$ cat src/rtl/ccg_response_misr.sv
// Response compactor for CCGRCG219: folds each accepted 19-bit output vector into a MISR
// and keeps per-run ones/mismatch statistics for golden comparison.
module ccg_response_misr #(
  parameter int          SIG_W       = 32,
  parameter logic [31:0] POLY        = 32'h04C11DB7,
  parameter logic [31:0] SEED        = 32'h0,
  parameter int          NUM_VECTORS = 1024,
  parameter int          CNT_W       = 16
) (
  input  logic             clk,
  input  logic             rst,
  input  logic             start,
  input  logic             in_valid,
  output logic             in_ready,
  input  logic [18:0]      f_vec,
  output logic [SIG_W-1:0] sig,
  output logic [CNT_W-1:0] ones_f1,
  output logic [CNT_W-1:0] ones_f8,
  output logic [CNT_W-1:0] mismatch_cnt,
  output logic [CNT_W-1:0] vec_cnt,
  output logic             busy,
  output logic             done
);

  typedef enum logic [1:0] {IDLE, RUN, DONE} state_t;

  localparam logic [SIG_W-1:0] POLY_W = SIG_W'(POLY);
  localparam logic [SIG_W-1:0] SEED_W = SIG_W'(SEED);
  localparam logic [CNT_W-1:0] LAST   = CNT_W'(NUM_VECTORS - 1);
  // Copy groups: A replicates f1, B replicates f8.
  localparam logic [18:0]      GRP_A  = 19'h0687F;
  localparam logic [18:0]      GRP_B  = 19'h79780;

  state_t state;
  logic   accept, last, grp_a_ok, grp_b_ok, mismatch;
  logic [SIG_W-1:0] sig_next;

  function automatic logic [CNT_W-1:0] sat_inc(input logic [CNT_W-1:0] c, input logic en);
    return (en && c != '1) ? c + 1'b1 : c;
  endfunction

  assign in_ready = (state == RUN) && !start;
  assign accept   = in_valid && in_ready;
  assign last     = (vec_cnt == LAST);

  assign grp_a_ok = (&(f_vec | ~GRP_A)) || !(|(f_vec & GRP_A));
  assign grp_b_ok = (&(f_vec | ~GRP_B)) || !(|(f_vec & GRP_B));
  assign mismatch = !(grp_a_ok && grp_b_ok);

  assign sig_next = {sig[SIG_W-2:0], 1'b0} ^ (sig[SIG_W-1] ? POLY_W : '0) ^ SIG_W'(f_vec);

  always_ff @(posedge clk or posedge rst) begin
    if (rst) begin
      state        <= IDLE;
      busy         <= 1'b0;
      done         <= 1'b0;
      sig          <= SEED_W;
      ones_f1      <= '0;
      ones_f8      <= '0;
      mismatch_cnt <= '0;
      vec_cnt      <= '0;
    end else if (start) begin
      state        <= RUN;
      busy         <= 1'b1;
      done         <= 1'b0;
      sig          <= SEED_W;
      ones_f1      <= '0;
      ones_f8      <= '0;
      mismatch_cnt <= '0;
      vec_cnt      <= '0;
    end else if (accept) begin
      sig          <= sig_next;
      ones_f1      <= sat_inc(ones_f1, f_vec[0]);
      ones_f8      <= sat_inc(ones_f8, f_vec[7]);
      mismatch_cnt <= sat_inc(mismatch_cnt, mismatch);
      vec_cnt      <= vec_cnt + 1'b1;
      if (last) begin
        state <= DONE;
        busy  <= 1'b0;
        done  <= 1'b1;
      end
    end
  end

endmodule

$ cat config.mk
export PLATFORM = sky130hd
export DESIGN_NAME = ccg_response_misr
export DESIGN_NICKNAME = d
export VERILOG_FILES = /design/src/rtl/ccg_response_misr.sv
export SDC_FILE = /design/constraint.sdc
export NUM_CORES = 1
export LEC_CHECK = 0
export BUFFER_PORTS_ARGS = -buffer_cell sky130_fd_sc_hd__buf_2
export CORE_MARGIN = 4
export CORE_UTILIZATION = 55
export CTS_CLUSTER_DIAMETER = 200
export DETAILED_ROUTE_END_ITERATION = 12
export GPL_TIMING_DRIVEN = 1
export PLACE_DENSITY = 0.81
export SYNTH_ARGS = -nofsm -noshare
export SYNTH_HDL_FRONTEND = slang
export SYNTH_SLANG_ARGS = --single-unit
$ cat constraint.sdc
create_clock -name clk -period 5.55 [get_ports clk]
set_input_delay 0.555 -clock clk [delete_from_list [all_inputs] [get_ports clk]]
set_output_delay 0.555 -clock clk [all_outputs]
set_load 0.01 [all_outputs]
==> out/results.ini <==
[detailed_routing]
met1_length_mm=5.63
drc=0
detail-route-antenna-nets=0
drtIter0Drc=221
viasPerCell=5.95
num_vias=4580
route.met3.wl_um=784
routedWlPerCell_um=16.6
first_pass_iters=5
top_layer=met4
wl_met2_mm=6.14
routed_wl_mm=12.8

[global_routing]
grt_antenna_before_repair=0
grt_pass1_wl_mm=21.5
grt_usage_pct=23.6
grt_overflow=0
grt_max_degree=84
first_global_vias=4446

[sta]
relSlewSlack_pct=23.9
fmax_mhz=399
fin_ws_ns=3.05
hold_ws_ns=0.202
hold_violations=0
fin_skew_ns=0.00891
period_share_pct=45.1
period_minus_slack_ns=2.50
tightestPinTransition_ns=1.13
slew_violations=0
setup_viol=0
rsz0062_at_grt=false
tns_ns=0

[critical_path]
cp.arrival_ns=2.71
crit_path_end_kind=register
cp-start-kind=register
cp_cell_sequence=and3b_2 -> nand3_1 -> nor4b_1 -> xnor2_1 -> nor2_1
worst_path_max_delay_cell=and3b_2
crit_path_max_fanout=55
crit_type=reg2reg
worst_ep_required_time_ns=5.76
slowest_delay_ns=0.86

[pwr]
pwr_density_cell_nw_per_um2=221
finalPower_mw=1.32
leakagePower_nw=2.63
ir_drop_mv=0.136

[clock_network]
cts_root_buf=clkbuf_8
cts_made_buffers=9
cts_setup_buffers=0
htreeDepth=3
cts_resized=0
cts_sinks=98
clkLatencyLatePin_ns=0.36
cts_tree=yes
hold_buffers=0
cts_buffer_depth=2
clk_pin_slew_ns=0.08

[synthesis]
yosys_warnings=0
syn_avg_cell_area_um2=9.44
netlist_area_um2=5150
synth_nets=573
ys_types=52
yosys.area.top_type=dfrtp_1
synth_top_area_share_pct=47.6
syn_inst=546
synth.most_common_cell=dfrtp_1
synth-async-reset-ratio_pct=100
yosys-top-cells-area=dfrtp_1 (48%), xnor2_1 (9.5%), nand2_1 (5.5%)
ys_seq_area_share_pct=47.6
synthTopCellsByCount=dfrtp_1 (98), nand2_1 (75), nor2_1 (56), xnor2_1 (56), a21oi_1 (30)
synth-edff-count=0
ys.flop_type=dfrtp_1
ys_ff_latch=98

[floorplan]
rows=35
die_area_um2=11000
initial_core_util_pct=56.1
io_pins=122
die_x_um=105
core_area_um2=9200
die_h_um=105

[cells_and_area]
areaGrowthSynthToFinish_pct=15.9
drive_gt1_share_pct=23.2
final_area_um2=5980
antennaDiodeCount=0
num-nets-final=681
layout.filler_cells=781

[flow_run]
maxCapViolCount=0

[place]
numPortBuffers=121
gp_congestion=0.887
dpl.hpwl_mm=8.71
placed_area_um2=5790
place_ws_ns=2.85

[worst_hold_path]
hold_class=in2async

[run_status]
status=complete, no violations

[cell type report]
| type | instances | area [µm²] | area share (%) |
|---|---|---|---|
| clock buffers | 15 | 176 | 2.95 |
| flip-flops and latches | 98 | 2450 | 41.0 |
| well taps | 111 | 139 | 2.32 |
| clock inverters | 1 | 7.51 | 0.126 |
| multi-input cells | 417 | 2560 | 42.8 |
| repair buffers | 124 | 628 | 10.5 |
| inverters | 4 | 17.5 | 0.293 |
[critical path: cells and delay by family (launching register included)]
kind             cells  cell delay [ns]
AND/OR/NAND/NOR      4             1.73
flip-flops           1             0.45
XOR/XNOR             1             0.16
[stage by stage]
step / utilization (%) / cells
global route: 65.0 / 770
finish: 65.0 / 770
CTS: 65.0 / 770
global placement: 63.0 / 754
detailed placement: 63.0 / 754
floorplan: - / 546
[per-layer routing]
| layer | track usage (%) | up-vias |
|---|---|---|
| li1 | - | 2178 |
| met1 | 31.8 | 2215 |
| met2 | 38.5 | 158 |
| met3 | 4.51 | 29 |
| met4 | 7.87 | 0 |
| met5 | 0 | - |
[power by group]
group          switching, mW  internal [mW]  total [mW]
clock                  0.238          0.201       0.439
combinational         0.0832         0.0499       0.133
sequential            0.0198          0.731       0.751
[cells in the final DEF (no fill, tap or decap), types with 11 or more instances in the layout]
cell type / count
nand3_1: 29
xnor2_1: 56
nand2_1: 75
dfrtp_1: 98
or4_1: 11
nor4_1: 11
a21oi_1: 30
a211oi_1: 18
clkbuf_8: 12
nand4_1: 24
nor2_1: 56
buf_2: 121
[cells by family (layout without fill, tap and decap cells)]
kind of cell | after synthesis | after routing | synth area share, %
AOI/OAI and AO/OA | 85 | 85 | 11.1
xor gates and xnor gates | 65 | 65 | 11.0
and+or+nand+nor | 255 | 255 | 24.9
adders and majority gates | 4 | 4 | 0.971
DFF | 98 | 98 | 47.6
muxes | 8 | 8 | 1.55
buffers and inverters | 31 | 144 | 2.86
[registers in the layout (all words and copies together) (netlist names)]
| register | cells |
|---|---|
| sig | 32 |
| mismatch_cnt | 16 |
| ones_f1 | 16 |
| ones_f8 | 16 |
| vec_cnt | 16 |
| done | 1 |
| state | 1 |
[path summary, 6_finish.rpt]
check,startpoint,to,slack [ns],cells past startpoint
min,rst,ones_f1[6]$_DFFE_PP0P_,0.20,2
max,state[0]$_DFFE_PP0P_,ones_f1[4]$_DFFE_PP0P_,3.05,5
max in group asynchronous,rst,mismatch_cnt[14]$_DFFE_PP0P_,4.20,3
min in group clk,f_vec[18],sig[18]$_DFFE_PP0P_,0.50,3
min reg2reg,ones_f1[15]$_DFFE_PP0P_,ones_f1[15]$_DFFE_PP0P_,0.51,1
max reg2reg,state[0]$_DFFE_PP0P_,ones_f1[4]$_DFFE_PP0P_,3.05,5
Note: power is estimated with default switching activity, not from simulation.
